[config.mk]
export PLATFORM = sky130hd
export DESIGN_NAME = tone_burst_gen
export DESIGN_NICKNAME = d
export VERILOG_FILES = /design/src/rtl/tone_burst_gen.sv
export SDC_FILE = /design/constraint.sdc
export NUM_CORES = 1
export LEC_CHECK = 0
export CORE_MARGIN = 4
export CORE_UTILIZATION = 40
export DETAILED_ROUTE_END_ITERATION = 6
export GPL_TIMING_DRIVEN = 0
export MAX_ROUTING_LAYER = met4
export PLACE_DENSITY = 0.69
export SKIP_CTS_REPAIR_TIMING = 1
export SYNTH_ARGS = -nofsm -noshare
export SYNTH_HDL_FRONTEND = slang
export SYNTH_SLANG_ARGS = --single-unit
[constraint.sdc]
create_clock -name clk_i -period 4.2 [get_ports clk_i]
set_clock_uncertainty 0.15 [all_clocks]
set_input_delay 0.84 -clock clk_i [delete_from_list [all_inputs] [get_ports clk_i]]
set_output_delay 0.84 -clock clk_i [all_outputs]
set_load 0.02 [all_outputs]
[src/rtl/tone_burst_gen.sv]
// Tone-burst square-wave generator: each rising tick edge is one half-period step,
// emitted as a programmable number of bursts separated by silent tick gaps.
module tone_burst_gen #(
  parameter int unsigned W = 16,
  parameter int unsigned R = 4
) (
  input  logic         clk_i,
  input  logic         rst_i,
  input  logic         tick_i,
  input  logic         start_i,
  input  logic         stop_i,
  input  logic [W-1:0] half_periods_i,
  input  logic [R-1:0] bursts_i,
  input  logic [W-1:0] gap_ticks_i,
  output logic         wave_o,
  output logic         busy_o,
  output logic         done_o
);

  typedef enum logic [1:0] {StIdle, StTone, StGap} state_e;

  state_e       state_q, state_d;
  logic         tick_q;
  logic         wave_q, wave_d;
  logic         done_q, done_d;
  logic [W-1:0] hp_lat_q, hp_lat_d;
  logic [R-1:0] bursts_lat_q, bursts_lat_d;
  logic [W-1:0] gap_lat_q, gap_lat_d;
  logic [W-1:0] hp_cnt_q, hp_cnt_d;
  logic [R-1:0] burst_cnt_q, burst_cnt_d;
  logic [W-1:0] gap_cnt_q, gap_cnt_d;

  logic         tick_ev;
  logic [W-1:0] hp_inc;
  logic [R-1:0] burst_inc;
  logic [W-1:0] gap_inc;

  assign tick_ev   = tick_i & ~tick_q;
  assign hp_inc    = hp_cnt_q + 1'b1;
  assign burst_inc = burst_cnt_q + 1'b1;
  assign gap_inc   = gap_cnt_q + 1'b1;

  always_ff @(posedge clk_i) begin
    if (rst_i) begin
      state_q      <= StIdle;
      tick_q       <= 1'b0;
      wave_q       <= 1'b0;
      done_q       <= 1'b0;
      hp_lat_q     <= '0;
      bursts_lat_q <= '0;
      gap_lat_q    <= '0;
      hp_cnt_q     <= '0;
      burst_cnt_q  <= '0;
      gap_cnt_q    <= '0;
    end else begin
      state_q      <= state_d;
      tick_q       <= tick_i;
      wave_q       <= wave_d;
      done_q       <= done_d;
      hp_lat_q     <= hp_lat_d;
      bursts_lat_q <= bursts_lat_d;
      gap_lat_q    <= gap_lat_d;
      hp_cnt_q     <= hp_cnt_d;
      burst_cnt_q  <= burst_cnt_d;
      gap_cnt_q    <= gap_cnt_d;
    end
  end

  always_comb begin
    state_d      = state_q;
    wave_d       = wave_q;
    done_d       = 1'b0;
    hp_lat_d     = hp_lat_q;
    bursts_lat_d = bursts_lat_q;
    gap_lat_d    = gap_lat_q;
    hp_cnt_d     = hp_cnt_q;
    burst_cnt_d  = burst_cnt_q;
    gap_cnt_d    = gap_cnt_q;

    if (stop_i) begin
      state_d = StIdle;
      wave_d  = 1'b0;
    end else begin
      unique case (state_q)
        StIdle: begin
          wave_d = 1'b0;
          if (start_i) begin
            if (half_periods_i != '0 && bursts_i != '0) begin
              hp_lat_d     = half_periods_i;
              bursts_lat_d = bursts_i;
              gap_lat_d    = gap_ticks_i;
              hp_cnt_d     = '0;
              burst_cnt_d  = '0;
              gap_cnt_d    = '0;
              state_d      = StTone;
            end else begin
              done_d = 1'b1;
            end
          end
        end
        StTone: begin
          if (tick_ev) begin
            wave_d   = ~wave_q;
            hp_cnt_d = hp_inc;
            if (hp_inc == hp_lat_q) begin
              // Burst ends low regardless of half-period parity.
              wave_d      = 1'b0;
              burst_cnt_d = burst_inc;
              if (burst_inc == bursts_lat_q) begin
                state_d = StIdle;
                done_d  = 1'b1;
              end else if (gap_lat_q == '0) begin
                hp_cnt_d = '0;
              end else begin
                state_d   = StGap;
                gap_cnt_d = '0;
              end
            end
          end
        end
        StGap: begin
          wave_d = 1'b0;
          if (tick_ev) begin
            gap_cnt_d = gap_inc;
            if (gap_inc == gap_lat_q) begin
              state_d  = StTone;
              hp_cnt_d = '0;
            end
          end
        end
        default: begin
          state_d = StIdle;
          wave_d  = 1'b0;
        end
      endcase
    end
  end

  always_comb begin
    wave_o = wave_q;
    busy_o = (state_q != StIdle);
    done_o = done_q;
  end

endmodule

==> results_tabular.tex, run 1 <==
\begin{tabular}{lr}
\hline
Metric & Value \\
\hline
\multicolumn{2}{l}{\textbf{GRT}} \\
\quad Overall overflow remaining after global route & 0 \\
\quad Global-route usage over all layers & 0.201 \\
\quad Pin count of the biggest net entering global routing & 14 \\
\quad Number of global-route vias before repair & 4267 \\
\quad Global-route wire length before repair & 20.6 mm \\
\quad Initial antenna violation count & 0 \\
\multicolumn{2}{l}{\textbf{Yosys}} \\
\quad Total of warnings raised by yosys & 0 \\
\quad Async set-or-reset flop fraction in the synthesized netlist & 0 \\
\quad Multiplexer share of the synthesized area & 0.0836 \\
\quad Share of Yosys cell area claimed by the top area cell type & 0.339 \\
\quad Sequential-to-total area share from yosys stat & 0.339 \\
\quad Synth Instances & 566 \\
\quad Most instantiated cells after synthesis & 77 x sky130\_fd\_sc\_hd\_\_dfxtp\_1, 58 x sky130\_fd\_sc\_hd\_\_nor2\_1, 49 x sky130\_fd\_sc\_hd\_\_o21ai\_0 \\
\quad Number of enable flip-flop cells after synthesis & 0 \\
\quad Mean instance size in the synthesized netlist & 8.04 um2 \\
\quad Most common flop cell mapped by yosys & sky130\_fd\_sc\_hd\_\_dfxtp\_1 \\
\quad Post-synthesis cell type with the largest combined area & sky130\_fd\_sc\_hd\_\_dfxtp\_1 \\
\quad Count leader, synth & sky130\_fd\_sc\_hd\_\_dfxtp\_1 \\
\quad Synthesized-area fraction occupied by and/or/nand/nor cells & 0.267 \\
\quad Synthesized-area fraction occupied by xor and xnor cells & 0.0924 \\
\quad Synthesized-area fraction occupied by adder cells & 0.00825 \\
\quad Combinational family with the most area after synthesis & simple AND/OR/NAND/NOR gates \\
\quad Post-Syn Area & 0.00455 mm2 \\
\quad Synthesized net count & 610 \\
\quad Distinct cells, synth & 57 \\
\quad Synth Register Bits & 77 \\
\quad Synth Area in Compound Gates & 0.172 \\
\quad Top cells by area, synth & sky130\_fd\_sc\_hd\_\_dfxtp\_1 34\%, sky130\_fd\_sc\_hd\_\_mux2i\_1 8.4\%, sky130\_fd\_sc\_hd\_\_xnor2\_1 5.6\%, sky130\_fd\_sc\_hd\_\_o21ai\_0 5.4\%, sky130\_fd\_sc\_hd\_\_nor2\_1 4.8\% \\
\multicolumn{2}{l}{\textbf{CTS}} \\
\quad Clock transition at the registers of the reported paths & 0.06 ns \\
\quad Clock sink count & 77 \\
\quad Maximum count of clock buffers along a single path & 2 \\
\quad Clock root cell & sky130\_fd\_sc\_hd\_\_clkbuf\_16 \\
\quad H-Tree Level Count & 3 \\
\quad Clock latency at the later pin of the worst-skew pair & 0.34 ns \\
\quad Number of buffers inserted during clock tree synthesis & 9 \\
\quad CTS tree & yes \\
\multicolumn{2}{l}{\textbf{Final layout}} \\
\quad Ant diodes & 0 \\
\quad Fraction of final layout cells sized beyond drive strength 1 & 0.0512 \\
\quad Area taken by multi-input logic gates & 0.00283 mm2 \\
\quad Final-stage net count & 664 \\
\quad Count of filler cells inserted in the layout & 1036 \\
\quad Storage element area & 0.00154 mm2 \\
\quad Layout overhead on the synthesized area & 20.2\% \\
\multicolumn{2}{l}{\textbf{Routing}} \\
\quad Remaining antenna violation count & 0 \\
\quad Number of optimization iterations in the first detailed-route pass & 5 \\
\quad DR WL/cell & 16.3 um \\
\quad Number of design-rule violations left by the first detailed-router iteration & 300 \\
\quad DRC viols & 0 \\
\quad Routed via count & 4404 \\
\quad Post-DR vias/cell & 5.76 \\
\quad Detailed-route wire length & 12.4 mm \\
\multicolumn{2}{l}{\textbf{Power}} \\
\quad Peak VDD IR & 0.000277 V \\
\quad Leak pwr & 2.12 nW \\
\quad Pwr Density & 328 mW/mm2 \\
\quad Overall power & 1.79 mW \\
\multicolumn{2}{l}{\textbf{STA}} \\
\quad Slew margin rel. & 0.433 \\
\quad Final clock period utilization by the worst path & 0.915 \\
\quad Peak Freq & 260 MHz \\
\quad Final-layout setup total negative slack & 0 ns \\
\quad Final setup violation count & 0 \\
\quad Final Critical Period & 3.84 ns \\
\quad Slew Limit Fails & 0 \\
\quad Final hold violations & 0 \\
\quad Final worst setup slack & 0.357 ns \\
\quad Actual transition at the worst max-transition pin & 0.850 ns \\
\quad RSZ-0062 raised after global routing & no \\
\multicolumn{2}{l}{\textbf{Worst setup path}} \\
\quad Series of cell instances along the critical path & clkdlybuf4s50\_1 > nor4\_1 > nand4\_1 > nand3\_1 > or2\_2 > clkbuf\_1 > clkbuf\_1 > mux2i\_1 > nor2\_1 \\
\quad Most frequent cell on the critical path & sky130\_fd\_sc\_hd\_\_clkbuf\_1 \\
\quad Critical path endpoint category & register \\
\quad Critical Path Source Type & input port \\
\quad Worst EP required & 4.26 ns \\
\quad Highest cell delay on the worst timing path & 0.69 ns \\
\quad Type of the worst setup path & input port to register \\
\quad Data arrival time of the critical path & 3.90 ns \\
\quad Category of cells accounting for the largest share of critical-path delay & buffers and inverters \\
\quad Library cell contributing the largest single delay on the critical path & sky130\_fd\_sc\_hd\_\_clkbuf\_1 \\
\quad Worst Path Max Fanout & 10 \\
\quad Crit path buf inv count & 3 \\
\multicolumn{2}{l}{\textbf{Floorplan}} \\
\quad Die extent in x & 115 um \\
\quad CORE AREA & 0.0110 mm2 \\
\quad Area of the die & 0.0131 mm2 \\
\quad Standard-cell row count & 38 \\
\quad Effective utilization at floorplan & 0.414 \\
\quad Die Height & 115 um \\
\quad IO Pins & 44 \\
\multicolumn{2}{l}{\textbf{Flow run}} \\
\quad Maxcap violations & 0 \\
\multicolumn{2}{l}{\textbf{Placed design}} \\
\quad Setup WS pre-CTS & 0.00360 ns \\
\quad DP Wirelength & 9.29 mm \\
\quad Total of buffers placed on input and output ports & 43 \\
\quad GPL Wtd Cong & 0.965 \\
\multicolumn{2}{l}{\textbf{Status}} \\
\quad Result of the run & complete, no violations \\
\multicolumn{2}{l}{\textbf{Worst hold path}} \\
\quad Path category of the worst min-delay check & register to register \\
\hline
\end{tabular}
[power by group]
| group | switching [mW] | internal [mW] |
|---|---|---|
| combinational | 0.113 | 0.101 |
| sequential | 0.0181 | 0.749 |
| clock | 0.318 | 0.493 |
[kinds of logic (layout without fill, tap and decap cells)]
kind of cell | after synthesis | in the layout
adder cells (fa/ha/maj) | 3 | 3
AO/OA/AOI/OAI | 128 | 128
multiplexers | 38 | 38
flip-flops | 77 | 77
XOR/XNOR | 48 | 48
AND/OR/NAND/NOR | 229 | 229
buffers and inverters | 43 | 102
[metal layers]
layer / share of wire / up-vias / global-route usage
met1: 0.45 / 2091 / 0.253
met5: 0 / - / -
li1: - / 2170 / -
met2: 0.48 / 127 / 0.327
met4: 0.011 / 0 / 0.0570
met3: 0.058 / 16 / 0.0396
[metrics by stage]
step	instances	hold slack (ns)	utilization	area (um2)
floorplan	566	0.305	-	4550
global placement	749	0.306	0.469	5150
detailed placement	749	0.312	0.469	5150
CTS	765	0.328	0.498	5470
global route	765	0.355	0.498	5470
finish	765	0.325	0.498	5470
[final cells by class]
| class | count | area share |
|---|---|---|
| inverters | 12 | 0.00824 |
| well taps | 140 | 0.0321 |
| clock buffers | 11 | 0.0462 |
| plain buffers | 31 | 0.0234 |
| repair buffers | 43 | 0.0788 |
| clock inverters | 5 | 0.0108 |
| flip-flops and latches | 77 | 0.282 |
| multi-input cells | 446 | 0.519 |
[tightest hold or removal path: stages (launching register included)]
cell and delay, ns:
sky130_fd_sc_hd__dfxtp_1 0.32, sky130_fd_sc_hd__nand2_1 0.06, sky130_fd_sc_hd__a21oi_1 0.05
[registers in the layout, summed over array words and instances, names as in the netlist]
signal,flops
burst_cnt_q,4
bursts_lat_q,4
done_o,1
gap_cnt_q,16
gap_lat_q,16
hp_cnt_q,16
hp_lat_q,16
state_q,2
tick_q,1
wave_o,1
[worst paths after layout]
kind	start	endpoint	slack (ns)	depth (start not counted)
hold / removal	wave_o	wave_o	0.32	2
setup / recovery	half_periods_i[10]	hp_lat_q[4]	0.36	9
setup reg to reg	hp_cnt_q[1]	gap_cnt_q[8]	0.39	11
hold reg to reg	wave_o	wave_o	0.32	2
[placed cells by master (no fill, tap or decap), types with 22 or more instances in the layout]
| cell | instances |
|---|---|
| sky130_fd_sc_hd__xnor2_1 | 29 |
| sky130_fd_sc_hd__o21ai_0 | 49 |
| sky130_fd_sc_hd__clkbuf_1 | 22 |
| sky130_fd_sc_hd__clkdlybuf4s50_1 | 43 |
| sky130_fd_sc_hd__a21oi_1 | 34 |
| sky130_fd_sc_hd__nor2_1 | 58 |
| sky130_fd_sc_hd__nand3_1 | 25 |
| sky130_fd_sc_hd__nand2_1 | 34 |
| sky130_fd_sc_hd__dfxtp_1 | 77 |
| sky130_fd_sc_hd__mux2i_1 | 38 |
Note: power is estimated with default switching activity, not from simulation.
==> run 2: changes to the inputs <==
RECOVER_POWER = 50   (was default)
SKIP_CTS_REPAIR_TIMING = default   (was 1)
==> run 2 against run 1 <==
Sequential power hardly changed. Critical path depth stayed put. Setup slack worse by 0.13 ns. Largest power group unchanged. Cell count is the same. Design area about the same. Flip-flop and latch count unchanged. Global-route usage unchanged.
==> results_tabular.tex, run 2 (same netlist as run 1, synthesis figures left out) <==
\begin{tabular}{lr}
\hline
Metric & Value \\
\hline
\multicolumn{2}{l}{\textbf{Status}} \\
\quad Result of the run & complete, no violations \\
\multicolumn{2}{l}{\textbf{GRT}} \\
\quad Pin count of the biggest net entering global routing & 14 (unchanged) \\
\quad Fraction of met3 tracks used by global routing & 0.0396 (unchanged) \\
\quad Top Usage Layer GRT & met2 \\
\quad Global-route wire length before repair & 20.6 mm (unchanged) \\
\quad Global routing met2 resource utilization & 0.327 (unchanged) \\
\quad Overall overflow remaining after global route & 0 (unchanged) \\
\quad Initial antenna violation count & 0 (unchanged) \\
\quad GRT met1 Usage & 0.253 (unchanged) \\
\quad Number of global-route vias before repair & 4267 (unchanged) \\
\quad Global-route usage over all layers & 0.201 (unchanged) \\
\multicolumn{2}{l}{\textbf{Worst setup path}} \\
\quad Worst EP required & 4.26 ns (about the same) \\
\quad Type of the worst setup path & input port to register \\
\quad Critical path endpoint category & register \\
\quad Startpoint of the lowest-slack register-to-register path & hp\_cnt\_q[1] \\
\quad Worst Path Max Fanout & 10 (unchanged) \\
\quad Worst setup path startpoint & half\_periods\_i[10] \\
\quad Data arrival time of the critical path & 4.03 ns (+0.13 ns) \\
\quad Critical Path Source Type & input port \\
\multicolumn{2}{l}{\textbf{Placed design}} \\
\quad DP Wirelength & 9.29 mm (unchanged) \\
\quad Total placed instance area & 0.00515 mm2 (unchanged) \\
\quad Inst Count DP & 749 (unchanged) \\
\quad GPL Wtd Cong & 0.965 (unchanged) \\
\quad Total of buffers placed on input and output ports & 43 (unchanged) \\
\multicolumn{2}{l}{\textbf{STA}} \\
\quad Slew Limit Fails & 0 (unchanged) \\
\quad Slew margin rel. & 0.434 (about the same) \\
\quad Final-layout setup total negative slack & 0 ns (unchanged) \\
\quad Peak Freq & 252 MHz (-3.2\%) \\
\quad Final Critical Period & 3.97 ns (+0.129 ns) \\
\quad RSZ-0062 raised after global routing & no \\
\quad Actual transition at the worst max-transition pin & 0.849 ns (-0.000427 ns) \\
\quad Final hold violations & 0 (unchanged) \\
\quad Final clock period utilization by the worst path & 0.946 (+0.0306) \\
\quad Final setup violation count & 0 (unchanged) \\
\quad Worst hold-check slack & 0.321 ns (-0.00319 ns) \\
\multicolumn{2}{l}{\textbf{CTS}} \\
\quad H-Tree Level Count & 3 (unchanged) \\
\quad Clock transition at the registers of the reported paths & 0.06 ns (about the same) \\
\quad Hold-fix buffers, CTS & 0 \\
\quad Maximum count of clock buffers along a single path & 2 (unchanged) \\
\quad Post-cts gate resize count & 0 \\
\quad Clock latency at the later pin of the worst-skew pair & 0.34 ns (about the same) \\
\quad Clock sink count & 77 (unchanged) \\
\quad CTS tree & yes \\
\quad \# Post-CTS Setup Buffers & 0 \\
\quad Clock root cell & sky130\_fd\_sc\_hd\_\_clkbuf\_16 \\
\quad Number of buffers inserted during clock tree synthesis & 9 (unchanged) \\
\multicolumn{2}{l}{\textbf{Power}} \\
\quad Leak pwr & 2.12 nW (+0.28\%) \\
\quad Peak VDD IR & 0.000276 V (-0.36\%) \\
\quad Overall power & 1.79 mW (-0.12\%) \\
\quad Pwr Density & 328 mW/mm2 (about the same) \\
\multicolumn{2}{l}{\textbf{Flow run}} \\
\quad Maxcap violations & 0 (unchanged) \\
\multicolumn{2}{l}{\textbf{Floorplan}} \\
\quad Die extent in x & 115 um (unchanged) \\
\quad Effective utilization at floorplan & 0.414 (unchanged) \\
\quad Standard-cell row count & 38 (unchanged) \\
\quad Area of the die & 0.0131 mm2 (unchanged) \\
\quad Die Height & 115 um (unchanged) \\
\quad IO Pins & 44 (unchanged) \\
\quad CORE AREA & 0.0110 mm2 (unchanged) \\
\multicolumn{2}{l}{\textbf{Final layout}} \\
\quad Leading cell types in the layout, fill and taps excluded & 77 x sky130\_fd\_sc\_hd\_\_dfxtp\_1, 58 x sky130\_fd\_sc\_hd\_\_nor2\_1, 49 x sky130\_fd\_sc\_hd\_\_o21ai\_0, 38 x sky130\_fd\_sc\_hd\_\_mux2i\_1, 38 x sky130\_fd\_sc\_hd\_\_clkdlybuf4s50\_1 \\
\quad Most frequent standard cell in the layout excluding fill and tap cells & sky130\_fd\_sc\_hd\_\_dfxtp\_1 \\
\quad Ant diodes & 0 (unchanged) \\
\quad Post-layout instance count excluding filler cells & 765 (unchanged) \\
\quad Layout overhead on the synthesized area & 20.1\% (about the same) \\
\quad Final-stage net count & 664 (unchanged) \\
\quad Post-route standard cell area excluding fillers & 0.00546 mm2 (about the same) \\
\quad Fraction of final layout cells sized beyond drive strength 1 & 0.0496 (-0.00160) \\
\multicolumn{2}{l}{\textbf{Routing}} \\
\quad Routed via count & 4413 (+0.20\%) \\
\quad Remaining antenna violation count & 0 (unchanged) \\
\quad Post-DR vias/cell & 5.77 (+0.20\%) \\
\quad Number of optimization iterations in the first detailed-route pass & 5 (unchanged) \\
\quad Number of design-rule violations left by the first detailed-router iteration & 302 (+0.67\%) \\
\quad Detailed-route wire length & 12.5 mm (about the same) \\
\quad DR WL/cell & 16.3 um (about the same) \\
\quad DRC viols & 0 (unchanged) \\
\multicolumn{2}{l}{\textbf{Worst hold path}} \\
\quad Path category of the worst min-delay check & register to register \\
\quad Hold\_sp & wave\_o \\
\hline
\end{tabular}
## run 2: where the power goes
group | total, mW | switching [mW] | leakage [nW] | internal, mW
Clock | 0.809 | 0.317 | 0.148 | 0.493
Sequential | 0.767 | 0.0181 | 0.625 | 0.749
Combinational | 0.213 | 0.113 | 1.35 | 0.100
## run 2: area by class of cell
type,instances,area (um2)
fill,1036,5520
multi-input combinational,446,2830
sequential,77,1540
timing repair buffer,43,430
clock buffer,11,253
tap,140,175
buffer,31,126
clock inverter,5,58.8
inverter,12,45.0
## run 2: worst paths after layout
path | endpoint | slack (ns) | depth (start not counted)
worst min-delay path | wave_o | 0.32 | 2
worst min register to register | wave_o | 0.32 | 2
worst max register to register | gap_cnt_q[8] | 0.39 | 11
worst max-delay path | hp_lat_q[4] | 0.23 | 9
## run 2: metal layers
metal  routed length [um]  up-vias
li1                     -     2169
met1                 5610     2102
met4                  129        0
met2                 5990      128
met3                  719       14
met5                    0        -
## run 2: through the flow
| stage | util | worst slack (ns) |
|---|---|---|
| 6_report | 0.497 | 0.229 |
| 5_1_grt | 0.497 | 0.0524 |
| 4_1_cts | 0.498 | 0.368 |
| 3_5_place_dp | 0.469 | 0.00360 |
| 3_3_place_gp | 0.469 | 0.0803 |
| 2_1_floorplan | - | 1.07 |
## run 2: worst max-delay path, cell delays in order
cell and delay [ns]:
sky130_fd_sc_hd__dlygate4sd3_1 0.56, sky130_fd_sc_hd__nor4_1 0.56, sky130_fd_sc_hd__nand4_1 0.26, sky130_fd_sc_hd__nand3_1 0.20
sky130_fd_sc_hd__or2_2 0.13, sky130_fd_sc_hd__clkbuf_1 0.45, sky130_fd_sc_hd__clkbuf_1 0.69, sky130_fd_sc_hd__mux2i_1 0.27
sky130_fd_sc_hd__nor2_1 0.05
==> run 3: changes to the inputs <==
PLACE_DENSITY = default   (was 0.69)
==> run 3 against run 2 <==
Power up 0.49%. Worst hold slack about the same. First-iteration DRC count down 31%. Global-route usage up 0.48 points. Register-to-register slack worse by 0.08 ns. Cell count unchanged. Critical path type unchanged. Critical endpoint unchanged. Largest cell class unchanged.
==> results_tabular.tex, run 3 (same netlist as run 1, synthesis figures left out) <==
\begin{tabular}{lr}
\hline
Metric & Value \\
\hline
\multicolumn{2}{l}{\textbf{Final layout}} \\
\quad Final-stage net count & 664 (unchanged) \\
\quad Layout overhead on the synthesized area & 20.2\% (about the same) \\
\quad Ant diodes & 0 (unchanged) \\
\quad Leading cell types in the layout, fill and taps excluded & 77 x sky130\_fd\_sc\_hd\_\_dfxtp\_1, 58 x sky130\_fd\_sc\_hd\_\_nor2\_1, 49 x sky130\_fd\_sc\_hd\_\_o21ai\_0, 39 x sky130\_fd\_sc\_hd\_\_clkdlybuf4s50\_1, 38 x sky130\_fd\_sc\_hd\_\_mux2i\_1 \\
\quad Share of the core filled with cells & 0.498 (about the same) \\
\quad Fraction of final layout cells sized beyond drive strength 1 & 0.0496 (unchanged) \\
\quad Count of filler cells inserted in the layout & 1073 (+3.6\%) \\
\quad Area taken by multi-input logic gates & 0.00284 mm2 (+0.13\%) \\
\quad Post-layout instance count excluding filler cells & 765 (unchanged) \\
\quad Most frequent standard cell in the layout excluding fill and tap cells & sky130\_fd\_sc\_hd\_\_dfxtp\_1 \\
\quad Storage element area & 0.00154 mm2 (unchanged) \\
\multicolumn{2}{l}{\textbf{CTS}} \\
\quad Number of buffers inserted during clock tree synthesis & 9 (unchanged) \\
\quad Clock sink count & 77 (unchanged) \\
\quad Clock root cell & sky130\_fd\_sc\_hd\_\_clkbuf\_16 \\
\quad Clock transition at the registers of the reported paths & 0.06 ns (about the same) \\
\quad Clock latency at the later pin of the worst-skew pair & 0.34 ns (about the same) \\
\quad Maximum count of clock buffers along a single path & 2 (unchanged) \\
\quad H-Tree Level Count & 3 (unchanged) \\
\quad CTS tree & yes \\
\multicolumn{2}{l}{\textbf{STA}} \\
\quad Slew Limit Fails & 0 (unchanged) \\
\quad Final setup violation count & 0 (unchanged) \\
\quad Slew margin rel. & 0.454 (+0.0200) \\
\quad RSZ-0062 raised after global routing & no \\
\quad Final clock period utilization by the worst path & 0.936 (-0.00980) \\
\quad Final Critical Period & 3.93 ns (-0.0411 ns) \\
\quad Final hold violations & 0 (unchanged) \\
\quad Peak Freq & 254 MHz (+1.0\%) \\
\quad Actual transition at the worst max-transition pin & 0.819 ns (-0.0300 ns) \\
\quad Final worst setup slack & 0.270 ns (+0.0411 ns) \\
\multicolumn{2}{l}{\textbf{Worst setup path}} \\
\quad Critical Path Source Type & input port \\
\quad Crit path buf inv count & 3 (unchanged) \\
\quad Worst Path Max Fanout & 10 (unchanged) \\
\quad Most frequent cell on the critical path & sky130\_fd\_sc\_hd\_\_clkbuf\_1 \\
\quad Type of the worst setup path & input port to register \\
\quad Worst EP required & 4.25 ns (about the same) \\
\quad Data arrival time of the critical path & 3.98 ns (-0.05 ns) \\
\quad Series of cell instances along the critical path & clkdlybuf4s50\_1 > nor4\_1 > nand4\_1 > nand3\_1 > or2\_2 > clkbuf\_1 > clkbuf\_1 > mux2i\_1 > nor2\_1 \\
\quad Startpoint of the lowest-slack register-to-register path & hp\_cnt\_q[1] \\
\quad Category of cells accounting for the largest share of critical-path delay & buffers and inverters \\
\quad Highest cell delay on the worst timing path & 0.69 ns (about the same) \\
\quad Critical path endpoint category & register \\
\quad Worst R2R End & hp\_cnt\_q[9] \\
\quad Depth of the worst register-to-register path & 10 (-1) \\
\quad R2R setup slack & 0.31 ns (-0.08 ns) \\
\quad Library cell contributing the largest single delay on the critical path & sky130\_fd\_sc\_hd\_\_clkbuf\_1 \\
\multicolumn{2}{l}{\textbf{Power}} \\
\quad Pwr Density & 329 mW/mm2 (+0.40\%) \\
\quad Peak VDD IR & 0.000164 V (-41\%) \\
\quad Leak pwr & 2.13 nW (+0.16\%) \\
\multicolumn{2}{l}{\textbf{Placed design}} \\
\quad Inst Count DP & 749 (unchanged) \\
\quad Setup WS pre-CTS & -0.162 ns (-0.166 ns) \\
\quad GPL Wtd Cong & 0.943 (-2.2\%) \\
\quad Total of buffers placed on input and output ports & 43 (unchanged) \\
\quad DP Wirelength & 9.41 mm (+1.3\%) \\
\multicolumn{2}{l}{\textbf{Floorplan}} \\
\quad IO Pins & 44 (unchanged) \\
\quad Effective utilization at floorplan & 0.414 (unchanged) \\
\quad Standard-cell row count & 38 (unchanged) \\
\quad Die extent in x & 115 um (unchanged) \\
\quad CORE AREA & 0.0110 mm2 (unchanged) \\
\quad Die Height & 115 um (unchanged) \\
\quad Area of the die & 0.0131 mm2 (unchanged) \\
\multicolumn{2}{l}{\textbf{GRT}} \\
\quad Overall overflow remaining after global route & 0 (unchanged) \\
\quad Pin count of the biggest net entering global routing & 13 (-1) \\
\quad Number of global-route vias before repair & 4170 (-2.3\%) \\
\quad Initial antenna violation count & 0 (unchanged) \\
\quad Global-route wire length before repair & 20.9 mm (+1.1\%) \\
\quad Global-route usage over all layers & 0.206 (+0.00481) \\
\multicolumn{2}{l}{\textbf{Worst hold path}} \\
\quad Worst hold stages & 2 (unchanged) \\
\quad Hold\_sp & wave\_o \\
\quad Destination of the worst hold path & wave\_o \\
\quad Path category of the worst min-delay check & register to register \\
\multicolumn{2}{l}{\textbf{Routing}} \\
\quad Detailed-route wire length & 12.6 mm (+1.5\%) \\
\quad Remaining antenna violation count & 0 (unchanged) \\
\quad Number of optimization iterations in the first detailed-route pass & 7 (+2) \\
\quad Routed via count & 4314 (-2.2\%) \\
\quad DR WL/cell & 16.5 um (+1.5\%) \\
\quad Post-DR vias/cell & 5.64 (-2.2\%) \\
\quad DRC viols & 0 (unchanged) \\
\quad Number of design-rule violations left by the first detailed-router iteration & 207 (-31\%) \\
\multicolumn{2}{l}{\textbf{Status}} \\
\quad Result of the run & complete, no violations \\
\multicolumn{2}{l}{\textbf{Flow run}} \\
\quad Maxcap violations & 0 (unchanged) \\
\hline
\end{tabular}
[run 3: changes by cell type in the layout (fill, tap and decap cells not counted), sizes merged]
cell / change
clkinv: -1
clkbuf: +2
clkdlybuf4s50: +1
dlygate4sd3: -1
clkinvlp: -1
[run 3: what timing repair did]
action                                 CTS  global route
gates resized for setup                  0             1
buffers inserted                         0             0
setup endpoints to repair                0             3
endpoints found under the hold margin    0             0
hold buffers                             0             0
[run 3: tightest hold or removal path, stage by stage, from the launching register on]
cell and delay [ns]:
sky130_fd_sc_hd__dfxtp_1 0.32, sky130_fd_sc_hd__nand2_1 0.06, sky130_fd_sc_hd__a21oi_1 0.05
[run 3: layout make-up]
type	instances	share of cell area
repair buffers	43	0.0787
clock inverters	3	0.00778
inverters	12	0.00824
plain buffers	31	0.0231
flip-flops and latches	77	0.282
multi-input cells	446	0.519
well taps	140	0.0320
clock buffers	13	0.0494
[run 3: worst max path at each step]
stage,startpoint,slack (ns),cells after the start,to
floorplan,hp_cnt_q[1],1.07,11,gap_cnt_q[10]
global placement,half_periods_i[10],-0.15,9,hp_lat_q[11]
detailed placement,half_periods_i[10],-0.16,9,gap_lat_q[15]
CTS,half_periods_i[10],0.20,9,gap_lat_q[15]
global route,hp_cnt_q[1],0.04,10,hp_cnt_q[9]
finish,half_periods_i[7],0.27,9,hp_lat_q[4]
[run 3: per-layer routing]
layer	wire (um)	global-route usage
met4	225	0.0816
met2	5820	0.321
met5	0	-
met3	629	0.0301
met1	5960	0.268
[run 3: power by group]
part	switching, mW	internal [mW]	total [mW]
clock network	0.307	0.508	0.815
logic	0.116	0.100	0.216
registers	0.0184	0.750	0.768
total	0.441	1.36	1.80
[run 3: metrics by stage]
stage,hold WS [ns],area [um2],setup TNS (ns),total power [mW]
after floorplan,0.305,4550,0,0.908
after global placement,0.305,5150,-2.87,0.995
after detailed placement,0.318,5150,-2.79,0.999
after CTS,0.330,5470,0,1.82
after global routing,0.359,5470,0,1.87
final,0.321,5470,0,1.80
